## config.mk

```make
export PLATFORM = sky130hd
export DESIGN_NAME = ws2812_word_receiver
export DESIGN_NICKNAME = d
export VERILOG_FILES = /design/src/rtl/ws2812_word_receiver.sv
export SDC_FILE = /design/constraint.sdc
export NUM_CORES = 1
export LEC_CHECK = 0
export BUFFER_PORTS_ARGS = -buffer_cell sky130_fd_sc_hd__buf_2
export CORE_ASPECT_RATIO = 1.1
export CORE_UTILIZATION = 35
export DETAILED_ROUTE_END_ITERATION = 7
export GPL_TIMING_DRIVEN = 0
export PLACE_DENSITY_LB_ADDON = 0.12
export SYNTH_ARGS = -nofsm -noshare
export SYNTH_HDL_FRONTEND = slang
export SYNTH_SLANG_ARGS = --single-unit
```

## constraint.sdc

```tcl
create_clock -name clk -period 2.25 [get_ports clk]
set_clock_uncertainty 0.2 [all_clocks]
set_input_delay 0.225 -clock clk [delete_from_list [all_inputs] [get_ports clk]]
set_output_delay 0.225 -clock clk [all_outputs]
set_load 0.01 [all_outputs]
```

## src/rtl/ws2812_word_receiver.sv

```systemverilog
`default_nettype none
// ============================================================================
// Module      : ws2812_word_receiver
// Description : Serial-to-parallel decoder for the single-wire LED data
//               waveform. Each bit is a high pulse followed by low time;
//               a long high decodes as 1 and a short high as 0, MSB first.
//               A long low period marks the frame (latch) gap. Decoding only
//               starts after a full gap, so a mid-frame start-up is ignored.
// Ports       : clk        - system clock, rising edge
//               rst        - synchronous active-high reset
//               en         - decoder enable; 0 holds the block in SYNC
//               din        - asynchronous serial data line
//               out        - last complete word, MSB = first received bit
//               valid      - one-cycle pulse when out is updated
//               frame_end  - one-cycle pulse when a gap completes after activity
//               err        - one-cycle pulse on a protocol error
// Revision    : 1.0 - initial release
// ============================================================================
module ws2812_word_receiver #(
    parameter int W         = 24,
    parameter int CNT_W     = 9,
    parameter int MIN_HIGH  = 4,
    parameter int HIGH_THR  = 18,
    parameter int MAX_HIGH  = 40,
    parameter int RESET_LOW = 250
) (
    input  logic         clk,
    input  logic         rst,
    input  logic         en,
    input  logic         din,
    output logic [W-1:0] out,
    output logic         valid,
    output logic         frame_end,
    output logic         err
);

    localparam int c_BC_W = $clog2(W + 1);

    localparam logic [1:0] c_ST_SYNC = 2'd0;
    localparam logic [1:0] c_ST_IDLE = 2'd1;
    localparam logic [1:0] c_ST_HIGH = 2'd2;
    localparam logic [1:0] c_ST_LOW  = 2'd3;

    localparam logic [CNT_W-1:0]  c_CNT_ONE  = CNT_W'(1);
    localparam logic [CNT_W-1:0]  c_CNT_MAX  = {CNT_W{1'b1}};
    // The gap fires on the cycle whose count would reach RESET_LOW.
    localparam logic [CNT_W-1:0]  c_GAP_LAST = CNT_W'(RESET_LOW - 1);
    localparam logic [CNT_W-1:0]  c_MIN_HIGH = CNT_W'(MIN_HIGH);
    localparam logic [CNT_W-1:0]  c_HIGH_THR = CNT_W'(HIGH_THR);
    localparam logic [CNT_W-1:0]  c_MAX_HIGH = CNT_W'(MAX_HIGH);
    localparam logic [c_BC_W-1:0] c_LAST_BIT = c_BC_W'(W - 1);
    localparam logic [c_BC_W-1:0] c_BC_ONE   = c_BC_W'(1);

    logic              r_sync1;
    logic              r_sync2;
    logic              r_din_prev;
    logic [1:0]        r_state;
    logic [CNT_W-1:0]  r_cnt;
    logic [W-1:0]      r_shreg;
    logic [c_BC_W-1:0] r_bit_cnt;
    logic [W-1:0]      r_out;
    logic              r_valid;
    logic              r_frame_end;
    logic              r_err;

    logic              w_din_s;
    logic              w_rise;
    logic              w_bit;
    logic [W-1:0]      w_shifted;
    logic [CNT_W-1:0]  w_cnt_inc;
    logic [1:0]        w_state_nxt;
    logic [CNT_W-1:0]  w_cnt_nxt;
    logic [W-1:0]      w_shreg_nxt;
    logic [c_BC_W-1:0] w_bit_cnt_nxt;
    logic [W-1:0]      w_out_nxt;
    logic              w_valid_nxt;
    logic              w_frame_end_nxt;
    logic              w_err_nxt;

    assign w_din_s   = r_sync2;
    assign w_rise    = w_din_s & ~r_din_prev;
    // In HIGH on the falling-edge cycle r_cnt holds the pulse length.
    assign w_bit     = (r_cnt >= c_HIGH_THR);
    assign w_shifted = {r_shreg[W-2:0], w_bit};
    // Saturating increment so a stuck line can never wrap the counter.
    assign w_cnt_inc = (r_cnt == c_CNT_MAX) ? r_cnt : r_cnt + c_CNT_ONE;

    // State register
    always_ff @(posedge clk) begin
        if (rst || !en) begin
            r_state <= c_ST_SYNC;
        end else begin
            r_state <= w_state_nxt;
        end
    end

    // Next-state logic
    always_comb begin
        w_state_nxt = r_state;
        case (r_state)
            c_ST_SYNC: begin
                if (!w_din_s && r_cnt == c_GAP_LAST) w_state_nxt = c_ST_IDLE;
            end
            c_ST_IDLE: begin
                if (w_rise) w_state_nxt = c_ST_HIGH;
            end
            c_ST_HIGH: begin
                if (w_din_s) begin
                    if (r_cnt >= c_MAX_HIGH) w_state_nxt = c_ST_SYNC;
                end else if (r_cnt < c_MIN_HIGH) begin
                    w_state_nxt = c_ST_SYNC;
                end else begin
                    w_state_nxt = c_ST_LOW;
                end
            end
            c_ST_LOW: begin
                if (w_rise) begin
                    w_state_nxt = c_ST_HIGH;
                end else if (!w_din_s && r_cnt == c_GAP_LAST) begin
                    w_state_nxt = c_ST_IDLE;
                end
            end
            default: w_state_nxt = c_ST_SYNC;
        endcase
    end

    // Output / datapath logic
    always_comb begin
        w_cnt_nxt       = r_cnt;
        w_shreg_nxt     = r_shreg;
        w_bit_cnt_nxt   = r_bit_cnt;
        w_out_nxt       = r_out;
        w_valid_nxt     = 1'b0;
        w_frame_end_nxt = 1'b0;
        w_err_nxt       = 1'b0;
        case (r_state)
            c_ST_SYNC: begin
                if (w_din_s || r_cnt == c_GAP_LAST) w_cnt_nxt = '0;
                else                                w_cnt_nxt = w_cnt_inc;
            end
            c_ST_IDLE: begin
                if (w_rise) w_cnt_nxt = c_CNT_ONE;
            end
            c_ST_HIGH: begin
                if (w_din_s) begin
                    if (r_cnt >= c_MAX_HIGH) begin
                        w_err_nxt     = 1'b1;
                        w_bit_cnt_nxt = '0;
                        w_cnt_nxt     = '0;
                    end else begin
                        w_cnt_nxt = w_cnt_inc;
                    end
                end else if (r_cnt < c_MIN_HIGH) begin
                    w_err_nxt     = 1'b1;
                    w_bit_cnt_nxt = '0;
                    w_cnt_nxt     = '0;
                end else begin
                    // The falling-edge cycle is the first low cycle.
                    w_shreg_nxt = w_shifted;
                    w_cnt_nxt   = c_CNT_ONE;
                    if (r_bit_cnt == c_LAST_BIT) begin
                        w_out_nxt     = w_shifted;
                        w_valid_nxt   = 1'b1;
                        w_bit_cnt_nxt = '0;
                    end else begin
                        w_bit_cnt_nxt = r_bit_cnt + c_BC_ONE;
                    end
                end
            end
            c_ST_LOW: begin
                if (w_rise) begin
                    w_cnt_nxt = c_CNT_ONE;
                end else if (!w_din_s) begin
                    if (r_cnt == c_GAP_LAST) begin
                        w_frame_end_nxt = 1'b1;
                        w_cnt_nxt       = '0;
                        // A gap inside a word drops the partial word.
                        if (r_bit_cnt != '0) begin
                            w_err_nxt     = 1'b1;
                            w_bit_cnt_nxt = '0;
                        end
                    end else begin
                        w_cnt_nxt = w_cnt_inc;
                    end
                end
            end
            default: w_cnt_nxt = '0;
        endcase
    end

    // Synchronizer and datapath registers. Disabling behaves like reset
    // except that the last reported word is kept.
    always_ff @(posedge clk) begin
        if (rst || !en) begin
            r_sync1     <= 1'b0;
            r_sync2     <= 1'b0;
            r_din_prev  <= 1'b0;
            r_cnt       <= '0;
            r_shreg     <= '0;
            r_bit_cnt   <= '0;
            r_valid     <= 1'b0;
            r_frame_end <= 1'b0;
            r_err       <= 1'b0;
            if (rst) r_out <= '0;
        end else begin
            r_sync1     <= din;
            r_sync2     <= r_sync1;
            r_din_prev  <= r_sync2;
            r_cnt       <= w_cnt_nxt;
            r_shreg     <= w_shreg_nxt;
            r_bit_cnt   <= w_bit_cnt_nxt;
            r_out       <= w_out_nxt;
            r_valid     <= w_valid_nxt;
            r_frame_end <= w_frame_end_nxt;
            r_err       <= w_err_nxt;
        end
    end

    assign out       = r_out;
    assign valid     = r_valid;
    assign frame_end = r_frame_end;
    assign err       = r_err;

endmodule
`default_nettype wire
```

==> results.yml <==
run_status:
  status: "complete, no violations"
final_layout:
  area_growth_pct: 19.7
  layout-drive-gt1-share_pct: 21.1
  diodes: 0
  fin_util_pct: 43.4
  num-fill-cells: 861
  fin_nets: 364
  mostFrequentLayoutCell: "nand2_1"
  layout_common_cells: "56 x nand2_1, 45 x dfxtp_1, 32 x buf_2"
clock_tree:
  clock-sinks: 69
  numCtsBuffers: 9
  post_cts_buffers: 0
  clk_pin_slew_ps: 80
  cts-root-buf: "clkbuf_8"
  htreeDepth: 3
  clk_latency_ps: 340
  cts_tree: "yes"
  cts.path.max_buffers: 2
routing:
  vias: 2314
  drt_first_pass_iters: 4
  wirelength_mm: 6.29
  vias_per_cell: 4.91
  drt-initial-drc-count: 71
  drc: 0
  ant_nets: 0
  wire_per_inst_microns: 13.4
synthesis:
  synth-simple-area-share_pct: 25.5
  synth-xor-area-share_pct: 1.72
  synth.cell_area_sq_mm: 0.00305
  synth_edf_count: 24
  synth-async-reset-ratio_pct: 0
  seq_area_frac_synth_pct: 53.2
  yosysUniqueCellTypes: 54
  syn_inst: 312
  synth_area_leader_cell: "dfxtp_1"
  synthMuxAreaShare_pct: 0
  synth_nets: 321
  synth_area_per_cell_sq_um: 9.76
  synth.yosys.warnings: 0
  synth-seq-cells: 69
  synth_top_area_share_pct: 29.6
  synth_compound_area_share_pct: 12.7
  synth.area.top_cells: "dfxtp_1 30%, edfxtp_1 24%, nand2_1 6.9%"
  synth_ff_type: "dfxtp_1"
  synth_top_family_by_area: "simple AND/OR/NAND/NOR gates"
  synthAdderAreaFrac_pct: 2.05
sta:
  relSlewSlack_pct: 57.6
  hold_ws_ps: 170
  fin_crit_sh_pct: 92.6
  setup_viol: 0
  rsz0062_at_grt: "false"
  finalMaxSlewViolations: 0
  worst_slew_pin_slew_ps: 635
  max_freq_mhz: 480
  hold_viol: 0
  period_minus_slack_ps: 2080
global_route:
  grt_pass1_vias: 2203
  grt.overflow.total: 0
  grt_usage_pct: 14.9
  grt_max_degree: 25
  grt_pass1_wl_mm: 10.6
  antenna_found_initial: 0
worst_setup_path:
  r2r_cells: 5
  cp-start-kind: "flip-flop"
  cp_max_fo: 12
  worstSetupPathType: "flip-flop to flip-flop"
  reg2reg_slack_ps: 170
  arrival_ps: 1930
  r2r_end: "out[21]$_SDFFCE_PP0P_"
  endpoint_kind: "flip-flop"
  cp.required_ps: 2090
  r2r_start: "r_cnt[6]$_SDFFE_PP0P_"
floorplanning:
  design.die.area_sq_mm: 0.00908
  coreArea_sq_mm: 0.00841
  initial_utilization_pct: 36.2
  ios: 31
  rows: 35
  fp.dieH_microns: 99.9
  die_w_microns: 91.0
min_path:
  worstHoldPathType: "input port to flip-flop"
  whs_endpoint: "out[11]$_SDFFCE_PP0P_"
  hold_depth: 2
  min_from: "rst"
power:
  power_mw: 2.75
  ir_worst_vdd_mv: 0.328
  p_per_area_mw_per_mm2: 754
  p_leak_nw: 1.31
place:
  portBuffers: 30
  dp_hpwl_mm: 4.25
  gp_congestion: 0.841
job:
  max_cap_viol_count: 0
-- where the power goes --
group / leakage, nW / switching [mW] / internal (mW)
sequential: 0.610 / 0.00599 / 1.30
clock: 0.130 / 0.496 / 0.854
combinational: 0.570 / 0.0606 / 0.0302
-- state kept, by name, summed over array words and instances, names as in the netlist --
signal,flops
r_cnt,9
r_shreg,23
r_din_prev,1
r_sync2,1
frame_end,1
valid,1
r_bit_cnt,5
out,24
err,1
r_sync1,1
r_state,2
-- layout make-up --
| cell class | count | area (sq um) | share of cell area [%] |
|---|---|---|---|
| Clock inverter | 7 | 145 | 3.98 |
| Buffer | 19 | 124 | 3.40 |
| Tap cell | 111 | 139 | 3.81 |
| Multi-Input combinational cell | 219 | 1310 | 35.9 |
| Timing Repair Buffer | 31 | 160 | 4.39 |
| Inverter | 6 | 22.5 | 0.618 |
| Sequential cell | 69 | 1620 | 44.5 |
| Clock buffer | 9 | 124 | 3.40 |
-- Yosys cell counts, types with 3 or more instances --
library cell and number:
nand4_1 3, inv_1 6, ha_1 5, clkbuf_1 7, nor3_1 11, nor2_1 15
edfxtp_1 24, buf_4 4, a31oi_1 7, dfxtp_1 45, nand2_1 56, nor2b_1 5
o21ai_0 5, and2_1 26, buf_6 3, xnor2_1 5, nand3_1 9, a21oi_1 29
nor4_1 3
-- metal layers --
metal  global-route usage [%]  share of wire, %  up-vias
met1                     18.7                49     1084
li1                         -                 -     1183
met3                     3.71               3.1        8
met5                        0                 0        -
met2                     24.7                46       39
met4                     6.47               1.4        0
-- cells by family after synthesis --
| group | Yosys count |
|---|---|
| buffers and inverters | 25 |
| and+or+nand+nor | 146 |
| AOI/OAI and AO/OA | 61 |
| xor gates and xnor gates | 6 |
| DFF | 69 |
| adders and majority gates | 5 |
-- worst max-delay path, cell delays in order, from the launching register on --
cell and delay [ps]:
dfxtp_1 500, nor4_2 110, a21oi_1 280, nand2_2 190
nor2_2 240, a21o_4 260
-- what timing repair did --
action,4_1_cts,5_1_grt
endpoints found under the setup margin,24,24
gates resized for setup,2,3
endpoints found under the hold margin,1,0
hold buffers,1,0
cloned,0,1
pin swaps,0,1
-- metrics by stage --
step / worst slack (ps) / cell area (sq um) / TNS [ps] / cells
after floorplan: 122 / 3050 / 0 / 312
after global routing: 17.4 / 3650 / 0 / 471
after detailed placement: -333 / 3340 / -7940 / 453
after CTS: 51.2 / 3620 / 0 / 470
after global placement: -307 / 3340 / -7310 / 453
final: 166 / 3650 / 0 / 471
-- worst max path at each step --
stage / endpoint / cells past startpoint / slack, ps / from
after floorplan: out[0]$_SDFFCE_PP0P_ / 6 / 120 / r_cnt[2]$_SDFFE_PP0P_
after global placement: out[21]$_SDFFCE_PP0P_ / 5 / -310 / r_cnt[5]$_SDFFE_PP0P_
after detailed placement: out[21]$_SDFFCE_PP0P_ / 5 / -330 / r_cnt[5]$_SDFFE_PP0P_
after CTS: out[21]$_SDFFCE_PP0P_ / 5 / 50 / r_cnt[5]$_SDFFE_PP0P_
after global routing: out[21]$_SDFFCE_PP0P_ / 5 / 20 / r_cnt[6]$_SDFFE_PP0P_
final: out[21]$_SDFFCE_PP0P_ / 5 / 170 / r_cnt[6]$_SDFFE_PP0P_
(Power assumes the default switching activity.)
